[src/rtl/ft_cmd_pkg.sv]
// Shared constants, state encoding and helpers for the FT245 host command parser.
package ft_cmd_pkg;

    localparam logic [7:0] SYNC_RX   = 8'hA5;
    localparam logic [7:0] SYNC_TX   = 8'h5A;

    localparam logic [7:0] OPC_WR    = 8'h01;
    localparam logic [7:0] OPC_RD    = 8'h02;

    localparam logic [7:0] ST_OK     = 8'h00;
    localparam logic [7:0] ST_BADCHK = 8'h01;
    localparam logic [7:0] ST_BADOPC = 8'h02;

    typedef enum logic [2:0] {
        HUNT      = 3'd0,
        RX_FIELDS = 3'd1,
        EXEC      = 3'd2,
        RD_WAIT   = 3'd3,
        TX_RESP   = 3'd4
    } state_t;

    // Error counter increment that sticks at FF instead of wrapping.
    function automatic logic [7:0] sat_inc8(input logic [7:0] v);
        return (v == 8'hFF) ? v : v + 8'd1;
    endfunction

endpackage

[src/rtl/ft_cmd_resp_tx.sv]
// Serializes the fixed 5-byte response frame (5A, STATUS, ADDR, RH, RL) into the
// tx FIFO. The byte on o_tx_wdata only advances after it has actually been pushed,
// so a full FIFO stalls the stream without dropping or repeating bytes.
module ft_cmd_resp_tx
    import ft_cmd_pkg::*;
(
    input  logic       clk,
    input  logic       rst_n,
    input  logic       i_start,
    input  logic [7:0] i_status,
    input  logic [7:0] i_addr,
    input  logic [7:0] i_rh,
    input  logic [7:0] i_rl,
    input  logic       i_tx_wfull,
    output logic [7:0] o_tx_wdata,
    output logic       o_tx_winc,
    output logic       o_done
);

    logic       r_active;
    logic [2:0] r_tidx;
    logic [7:0] r_data;
    logic [7:0] r_status;
    logic [7:0] r_addr;
    logic [7:0] r_rh;
    logic [7:0] r_rl;
    logic       w_push;
    logic [7:0] w_next;

    assign w_push     = r_active && !i_tx_wfull;
    assign o_tx_winc  = w_push;
    assign o_done     = w_push && (r_tidx == 3'd4);
    assign o_tx_wdata = r_data;

    // Byte that follows the one currently presented.
    always_comb begin
        w_next = 8'h00;
        case (r_tidx)
            3'd0:    w_next = r_status;
            3'd1:    w_next = r_addr;
            3'd2:    w_next = r_rh;
            3'd3:    w_next = r_rl;
            default: w_next = 8'h00;
        endcase
    end

    // Load the frame on start, then step one byte per accepted push.
    always_ff @(posedge clk or negedge rst_n) begin
        if (!rst_n) begin
            r_active <= 1'b0;
            r_tidx   <= 3'd0;
            r_data   <= 8'h00;
            r_status <= 8'h00;
            r_addr   <= 8'h00;
            r_rh     <= 8'h00;
            r_rl     <= 8'h00;
        end else if (i_start) begin
            r_active <= 1'b1;
            r_tidx   <= 3'd0;
            r_data   <= SYNC_TX;
            r_status <= i_status;
            r_addr   <= i_addr;
            r_rh     <= i_rh;
            r_rl     <= i_rl;
        end else if (w_push) begin
            if (r_tidx == 3'd4) begin
                r_active <= 1'b0;
                r_tidx   <= 3'd0;
                r_data   <= 8'h00;
            end else begin
                r_tidx   <= r_tidx + 3'd1;
                r_data   <= w_next;
            end
        end
    end

endmodule

[src/rtl/ft_cmd_parser.sv]
// Host command decoder: pops 6-byte frames (A5 OPC ADDR DH DL CHK) from the rx FIFO,
// runs a register write/read and answers with a 5-byte frame into the tx FIFO.
//
//  state     | meaning
//  ----------+--------------------------------------------------------------
//  HUNT      | discard bytes until sync A5 is popped
//  RX_FIELDS | capture OPC, ADDR, DH, DL, CHK; drop frame on inter-byte timeout
//  EXEC      | check checksum/opcode, fire reg_wr or reg_rd, set STATUS
//  RD_WAIT   | pick RH/RL (read data or echo), start the response serializer
//  TX_RESP   | wait until all 5 response bytes are pushed
module ft_cmd_parser
    import ft_cmd_pkg::*;
#(
    parameter int TIMEOUT_CYCLES = 65535,
    parameter int ADDR_W         = 8
) (
    input  logic              clk,
    input  logic              rst_n,
    input  logic [7:0]        rx_rdata,
    input  logic              rx_rempty,
    output logic              rx_rinc,
    output logic [7:0]        tx_wdata,
    input  logic              tx_wfull,
    output logic              tx_winc,
    output logic [ADDR_W-1:0] reg_addr,
    output logic [15:0]       reg_wdata,
    output logic              reg_wr,
    output logic              reg_rd,
    input  logic [15:0]       reg_rdata,
    output logic              busy,
    output logic [7:0]        err_count
);

    localparam int TW = $clog2(TIMEOUT_CYCLES + 1);

    state_t        r_state;
    logic [2:0]    r_idx;
    logic [TW-1:0] r_tcnt;
    logic [7:0]    r_opc;
    logic [7:0]    r_addr;
    logic [7:0]    r_dh;
    logic [7:0]    r_dl;
    logic [7:0]    r_chk;
    logic [7:0]    r_status;
    logic          r_rd_ok;

    logic          w_pop;
    logic          w_chk_ok;
    logic          w_tx_start;
    logic          w_tx_done;
    logic [7:0]    w_rh;
    logic [7:0]    w_rl;

    assign w_pop      = ((r_state == HUNT) || (r_state == RX_FIELDS)) && !rx_rempty;
    assign rx_rinc    = w_pop;
    assign w_chk_ok   = ((r_opc ^ r_addr ^ r_dh ^ r_dl) == r_chk);
    assign w_tx_start = (r_state == RD_WAIT);
    // reg_rd was raised on entry to RD_WAIT, so reg_rdata is valid this cycle.
    assign w_rh       = r_rd_ok ? reg_rdata[15:8] : r_dh;
    assign w_rl       = r_rd_ok ? reg_rdata[7:0]  : r_dl;

    ft_cmd_resp_tx u_resp_tx (
        .clk        (clk),
        .rst_n      (rst_n),
        .i_start    (w_tx_start),
        .i_status   (r_status),
        .i_addr     (r_addr),
        .i_rh       (w_rh),
        .i_rl       (w_rl),
        .i_tx_wfull (tx_wfull),
        .o_tx_wdata (tx_wdata),
        .o_tx_winc  (tx_winc),
        .o_done     (w_tx_done)
    );

    // Frame capture, timeout, evaluation and registered bus/status outputs.
    always_ff @(posedge clk or negedge rst_n) begin
        if (!rst_n) begin
            r_state   <= HUNT;
            r_idx     <= 3'd0;
            r_tcnt    <= '0;
            r_opc     <= 8'h00;
            r_addr    <= 8'h00;
            r_dh      <= 8'h00;
            r_dl      <= 8'h00;
            r_chk     <= 8'h00;
            r_status  <= 8'h00;
            r_rd_ok   <= 1'b0;
            reg_addr  <= '0;
            reg_wdata <= 16'h0000;
            reg_wr    <= 1'b0;
            reg_rd    <= 1'b0;
            busy      <= 1'b0;
            err_count <= 8'h00;
        end else begin
            reg_wr <= 1'b0;
            reg_rd <= 1'b0;
            case (r_state)
                HUNT: begin
                    if (w_pop && (rx_rdata == SYNC_RX)) begin
                        r_state <= RX_FIELDS;
                        r_idx   <= 3'd0;
                        r_tcnt  <= '0;
                        busy    <= 1'b1;
                    end
                end
                RX_FIELDS: begin
                    if (w_pop) begin
                        r_tcnt <= '0;
                        r_idx  <= r_idx + 3'd1;
                        case (r_idx)
                            3'd0:    r_opc  <= rx_rdata;
                            3'd1:    r_addr <= rx_rdata;
                            3'd2:    r_dh   <= rx_rdata;
                            3'd3:    r_dl   <= rx_rdata;
                            default: r_chk  <= rx_rdata;
                        endcase
                        if (r_idx == 3'd4) begin
                            r_state <= EXEC;
                        end
                    // The idle count would reach TIMEOUT_CYCLES on this edge.
                    end else if (r_tcnt == TW'(TIMEOUT_CYCLES - 1)) begin
                        r_state   <= HUNT;
                        r_tcnt    <= '0;
                        busy      <= 1'b0;
                        err_count <= sat_inc8(err_count);
                    end else begin
                        r_tcnt <= r_tcnt + 1'b1;
                    end
                end
                EXEC: begin
                    reg_addr  <= ADDR_W'(r_addr);
                    reg_wdata <= {r_dh, r_dl};
                    r_rd_ok   <= 1'b0;
                    if (!w_chk_ok) begin
                        r_status  <= ST_BADCHK;
                        err_count <= sat_inc8(err_count);
                    end else if (r_opc == OPC_WR) begin
                        r_status <= ST_OK;
                        reg_wr   <= 1'b1;
                    end else if (r_opc == OPC_RD) begin
                        r_status <= ST_OK;
                        reg_rd   <= 1'b1;
                        r_rd_ok  <= 1'b1;
                    end else begin
                        r_status  <= ST_BADOPC;
                        err_count <= sat_inc8(err_count);
                    end
                    r_state <= RD_WAIT;
                end
                RD_WAIT: begin
                    r_state <= TX_RESP;
                end
                TX_RESP: begin
                    if (w_tx_done) begin
                        r_state <= HUNT;
                        busy    <= 1'b0;
                    end
                end
                default: begin
                    r_state <= HUNT;
                    busy    <= 1'b0;
                end
            endcase
        end
    end

endmodule

[config.mk]
export PLATFORM = sky130hd
export DESIGN_NAME = ft_cmd_parser
export DESIGN_NICKNAME = d
export VERILOG_FILES = /design/src/rtl/ft_cmd_pkg.sv /design/src/rtl/ft_cmd_resp_tx.sv /design/src/rtl/ft_cmd_parser.sv
export SDC_FILE = /design/constraint.sdc
export NUM_CORES = 1
export LEC_CHECK = 0
export CAP_MARGIN = 20
export CORE_ASPECT_RATIO = 0.8
export CORE_UTILIZATION = 45
export CTS_CLUSTER_SIZE = 24
export DETAILED_ROUTE_END_ITERATION = 6
export GPL_TIMING_DRIVEN = 0
export PLACE_DENSITY = 0.68
export SYNTH_ARGS = -nofsm -noshare
export SYNTH_HDL_FRONTEND = slang
export SYNTH_SLANG_ARGS = --single-unit
[constraint.sdc]
create_clock -name clk -period 2.3 [get_ports clk]
set_input_delay 0.69 -clock clk [delete_from_list [all_inputs] [get_ports clk]]
set_output_delay 0.69 -clock clk [all_outputs]
set_load 0.01 [all_outputs]
## Word level (Yosys, flattened, before mapping)

Index checks and enable logic that the tools add are counted.

- Register bits: 150
- Output and inout port bits: 45
- Logic and storage cells: 133

- $add $sub $neg: 4
- Equality and inequality tests: 27
- Mux-type cells: 47
- Bitwise operators: 5
- Reduce and logical (&&, ||, !) cells: 27

Operator list:

| operator | number |
|---|---|
| 8-bit 2-to-1 mux | 11 |
| 16-bit 2-to-1 mux | 3 |
| 16-bit one-hot mux with 2 select lines | 1 |
| 8-bit one-hot mux with 4 select lines | 1 |
| 3-bit 2-to-1 mux | 10 |
| 8-bit XOR | 3 |
| 3-bit by 2-bit == test with 1-bit output (second input constant) | 6 |
| 3-bit AND reduction | 6 |
| 16-bit by 1-bit adder with 16-bit output (second input constant) | 1 |
| 16-bit == test (second input constant) | 1 |
| 8-bit == test (second input constant) | 2 |
| 8-bit one-hot mux with 2 select lines | 1 |
| 3-bit one-hot mux with 5 select lines | 1 |
| 1-bit 2-to-1 mux | 14 |
| 5-bit AND reduction | 2 |
| 3-bit by 1-bit == test with 1-bit output (second input constant) | 3 |
| 3-bit == test (second input constant) | 3 |
| 3-bit logical NOT | 3 |
| 8-bit by 1-bit adder with 8-bit output (second input constant) | 1 |
| 8-bit by 1-bit == test with 1-bit output (second input constant) | 1 |
| 8-bit by 2-bit == test with 1-bit output (second input constant) | 1 |
| 8-bit == test | 1 |
| 2-bit nonzero test | 4 |
| 3-bit by 1-bit adder with 3-bit output (second input constant) | 2 |
| other kinds (15) | 28 |

## Logic depth before layout (Yosys ltp)

- Word-level depth: 6
- Depth in mapped cells: 10

## Hierarchy

A second synthesis with hierarchy kept.

- Cells, all modules: 583
- Area total of the unflattened synthesis: 6,824.0 µm²

Modules (own cells, without submodules):

| module | instances | cells each | area an instance (µm²) | seq. area each (µm²) |
|---|---|---|---|---|
| ft_cmd_parser | 1 | 436 | 4,860.9 | 2,502.4 |
| ft_cmd_resp_tx | 1 | 147 | 1,963.1 | 1,101.1 |

## Worst setup path before layout

Ideal clock, no wire load.

- Path type: register -> register
- From: register r_tcnt[0]
- To: register err_count[1]
- Library setup time: 0.128 ns
- Data arrival time: 2.090 ns
- Required time: 2.172 ns
- Path slack: 0.082 ns
- Stages on the path, launching flop included: 9
- Buffers on the path: 0
- Period minus slack after synthesis: 2.218 ns
- Cell sequence: dfrtp_1 > inv_1 > ha_1 > nand4_2 > nor4_2 > nand3_1 > a2111o_1 > nor2_2 > mux2_1

- Word-level cells in the longest chain between the ends: 3

RTL lines:

| item | line | RTL |
|---|---|---|
| from (decl) | ft_cmd_parser.sv:38 | `logic [TW-1:0] r_tcnt;` |
| from (signal assigned) | ft_cmd_parser.sv:128 | `r_tcnt <= r_tcnt + 1'b1;` |
| 16-bit == test | ft_cmd_parser.sv:122 | `end else if (r_tcnt == TW'(TIMEOUT_CYCLES - 1)) begin` |
| 2-bit by 1-bit inequality test with 1-bit output (no source line) | n/a |  |
| 5-bit AND reduction (no source line) | n/a |  |
| to (signal assigned) | ft_cmd_parser.sv:126 | `err_count <= sat_inc8(err_count);` |
| to (signal assigned) | ft_cmd_parser.sv:137 | `err_count <= sat_inc8(err_count);` |
| to (signal assigned) | ft_cmd_parser.sv:147 | `err_count <= sat_inc8(err_count);` |
| to (decl) | ft_cmd_parser.sv:31 | `output logic [7:0] err_count` |

No other way between the ends.
A chain may end at the register's enable or synchronous reset.

## Worst setup path after layout

- From: register r_tcnt[0]
- To: register err_count[4]

Same word-level chain as after synthesis.

==> impl_metrics.env <==
export IMPL_run_status="finished with violations"
export IMPL_violations="negative setup slack"
export IMPL_cellLeakagePower_uw=0.00378
export IMPL_timing_rr_start="r_tcnt[0]"
export IMPL_synth_seq_cells=138
export IMPL_antenna_found_initial=0
export IMPL_synth_simple_area_share=0.186
export IMPL_synthToLayoutAreaGrowth_pct=28.1
export IMPL_placed_cells=867
export IMPL_p_comb_frac=0.365
export IMPL_relSlewSlack=0.451
export IMPL_cts_root_buffer="clkbuf_16"
export IMPL_synthDistinctLibCells=49
export IMPL_powerDensity_nw_per_um2=1320
export IMPL_cts_clk_slew_worst_paths_ns=0.06
export IMPL_final_common_cell="nand2_1"
export IMPL_worst_setup_path_end_kind="register"
export IMPL_whs_ns=0.223
export IMPL_startpoint="r_tcnt[0]"
export IMPL_io_buffers=72
export IMPL_cp_required_ns=2.65
export IMPL_synth_main_ff_cell="dfrtp_1"
export IMPL_synth_edf_count=0
export IMPL_maxCapViolations=0
export IMPL_synth_top_family_by_area="simple AND/OR/NAND/NOR gates"
export IMPL_async_flop_share=1.00
export IMPL_fmax_mhz=422
export IMPL_antennaDiodeCount=0
export IMPL_drive_gt1_frac=0.127
export IMPL_finalSetupViolCount=5
export IMPL_cts_tree="built"
export IMPL_synthesis_nets=655
export IMPL_grt_max_degree=84
export IMPL_postCtsHoldBufs=0
export IMPL_h_tree_depth=4
export IMPL_synth_xor_area_frac=0.0747
export IMPL_placementRows=38
export IMPL_drtPass1Iterations=6
export IMPL_postSynthAreaPerCell_um2=10.4
export IMPL_die_h_um=109
export IMPL_cp_arrival_ns=2.71
export IMPL_insertion_delay_ns=0.42
export IMPL_pwr_share_seq=0.381
export IMPL_syn_inst=614
export IMPL_p_sw_uw=3820
export IMPL_routabilityCongestion=0.812
export IMPL_critPathKind="register to register"
export IMPL_fin_nets=752
export IMPL_n_fill_cell=1108
export IMPL_yosys_warnings=0
export IMPL_min_period_over_period=1.03
export IMPL_io_pin_count=73
export IMPL_wl_per_cell_um=17.7
export IMPL_dp_hpwl_um=11100
export IMPL_stdcell_count=903
export IMPL_ys_seq_area_frac=0.539
export IMPL_syn_area_um2=6400
export IMPL_utilization=0.597
export IMPL_dieArea_um2=14700
export IMPL_grt_overflow_total=0
export IMPL_slew_viol_final=0
export IMPL_finalClockSkew_ns=0.0119
export IMPL_synthAdderAreaFrac=0.0254
export IMPL_vias_per_cell=5.41
export IMPL_drtIter0Drc=457
export IMPL_die_x_um=135
export IMPL_drc=0
export IMPL_worst_pin_slew_ns=0.823
export IMPL_peakVddDrop_mv=0.663
export IMPL_finalHoldViolations=0
export IMPL_synth_compound_area_frac=0.0655
export IMPL_start_util=0.466
export IMPL_timing_setup_tns_ns=-0.237
export IMPL_grt_pass1_wl_um=25600
export IMPL_clock_path_buffers=2
export IMPL_power_frac_clock=0.254
export IMPL_period_needed_ns=2.37
export IMPL_grt_usage=0.234
export IMPL_swShare=0.352
export IMPL_p_int_uw=7030
export IMPL_place_ws_ns=-0.905
export IMPL_min_path_type="input port to asynchronous set/reset pin"
export IMPL_fin_ws_ns=-0.0676
export IMPL_cts_sinks=138
export IMPL_wl_um=16000
export IMPL_rsz0062_at_grt="yes"
export IMPL_core_um2=13700
export IMPL_muxShareOfSynthArea=0.0884
export IMPL_crit_fanout=5
export IMPL_layout_common_cells="154 x nand2_1, 137 x dfrtp_1, 62 x clkdlybuf4s50_1, 37 x nor2_1, 27 x o21ai_0"
export IMPL_drt_antenna_violating_nets=0
export IMPL_worstSetupStartpointType="register"
export IMPL_cts_buffers=17
export IMPL_num_vias=4887
export IMPL_grt_pass1_vias=4874
==> sequential cells by signal (all words and copies together) (netlist names) <==
| name | cells |
|---|---|
| u_resp_tx.r_addr | 8 |
| r_chk | 8 |
| u_resp_tx.r_active | 1 |
| reg_addr | 8 |
| reg_rd | 1 |
| reg_wr | 1 |
| r_opc | 8 |
| u_resp_tx.o_tx_wdata | 8 |
| u_resp_tx.r_rl | 8 |
| err_count | 8 |
| r_tcnt | 16 |
| r_state | 3 |
| reg_wdata | 16 |
| r_idx | 3 |
| r_dl | 8 |
| r_dh | 8 |
| u_resp_tx.r_status | 2 |
| u_resp_tx.r_rh | 8 |
| r_addr | 8 |
| r_rd_ok | 1 |
| busy | 1 |
| u_resp_tx.r_tidx | 3 |
| r_status | 2 |
==> critical path: stages, from the launching register on <==
cell,delay [ns]
dfrtp_1,0.41
inv_1,0.08
ha_2,0.20
nand4_4,0.12
nor4_4,0.31
nand3_2,0.12
a2111o_1,0.53
buf_6,0.18
nor3_2,0.18
xor2_1,0.15
==> cell families (layout without fill, tap and decap cells) <==
logic type | count (synthesis) | count (layout)
compound gates | 70 | 70
fa+ha+maj | 13 | 13
flops | 138 | 138
buf+inv | 34 | 143
simple gates | 265 | 265
xor+xnor | 42 | 42
mux | 52 | 52
==> cell usage after synthesis (all sizes together), types with 3 or more instances <==
cell type | n | area, µm²
mux2i | 16 | 160
dfrtp | 138 | 3450
o21ai | 37 | 185
nand3 | 19 | 95.1
inv | 12 | 45.0
buf | 3 | 13.8
nor2b | 4 | 25.0
xnor2 | 20 | 175
clkbuf | 19 | 71.3
nor2 | 40 | 155
mux2 | 36 | 405
nor3 | 13 | 70.1
nor4 | 6 | 65.1
xnor3 | 8 | 180
nand4 | 7 | 56.3
ha | 13 | 163
nand2 | 157 | 589
xor2 | 14 | 123
a21oi | 16 | 80.1
nand2b | 5 | 31.3
a222oi | 8 | 80.1
==> per-stage QoR <==
step	instance area, µm²	power, µW
2_1_floorplan	6400	6460
3_3_place_gp	7350	7720
3_5_place_dp	7380	7890
4_1_cts	8100	10800
5_1_grt	8200	11500
6_report	8200	10900
==> power groups by stage <==
stage	Sequential (µW)	Clock, µW	Combinational [µW]
2_1_floorplan	3980	0	2480
3_3_place_gp	4060	0	3650
3_5_place_dp	4110	0	3780
4_1_cts	4120	2800	3860
5_1_grt	4250	2910	4360
6_report	4140	2760	3960
==> metal layers <==
| layer | GRT usage | vias to the layer above | wire length [µm] | share of wire |
|---|---|---|---|---|
| met4 | 0.0634 | 0 | 162 | 0.010 |
| met5 | 0 | - | 0 | 0 |
| met2 | 0.356 | 161 | 7410 | 0.46 |
| li1 | - | 2286 | - | - |
| met1 | 0.335 | 2428 | 7440 | 0.47 |
| met3 | 0.0576 | 12 | 969 | 0.061 |
==> path summary, 6_finish.rpt <==
| kind | end | slack, ns | cells past startpoint |
|---|---|---|---|
| worst min-delay path | reg_wdata[7] | 0.22 | 1 |
| worst min register to register | reg_wdata[12] | 0.47 | 2 |
| max in group asynchronous | r_state[2] | 1.27 | 2 |
| min in group clk | reg_wdata[12] | 0.47 | 2 |
| worst max-delay path | err_count[4] | -0.07 | 9 |
| worst max register to register | err_count[4] | -0.07 | 9 |
==> layout make-up <==
class                           instances  area (µm²)  share of cell area
Clock buffer                           25         515              0.0629
Inverter                               12        45.0             0.00549
Clock inverter                          6        85.1              0.0104
Buffer                                 20        81.3             0.00992
Multi-Input combinational cell        442        2980               0.364
Sequential cell                       138        3450               0.421
Timing Repair Buffer                   80         811              0.0989
Tap cell                              180         225              0.0275
==> what timing repair did <==
action	4_1_cts	5_1_grt
setup endpoints to repair	51	47
pin swaps	5	10
resized for setup	27	23
setup buffers	4	3
cloned	0	0
No activity file was read; power rests on OpenSTA's default activity.
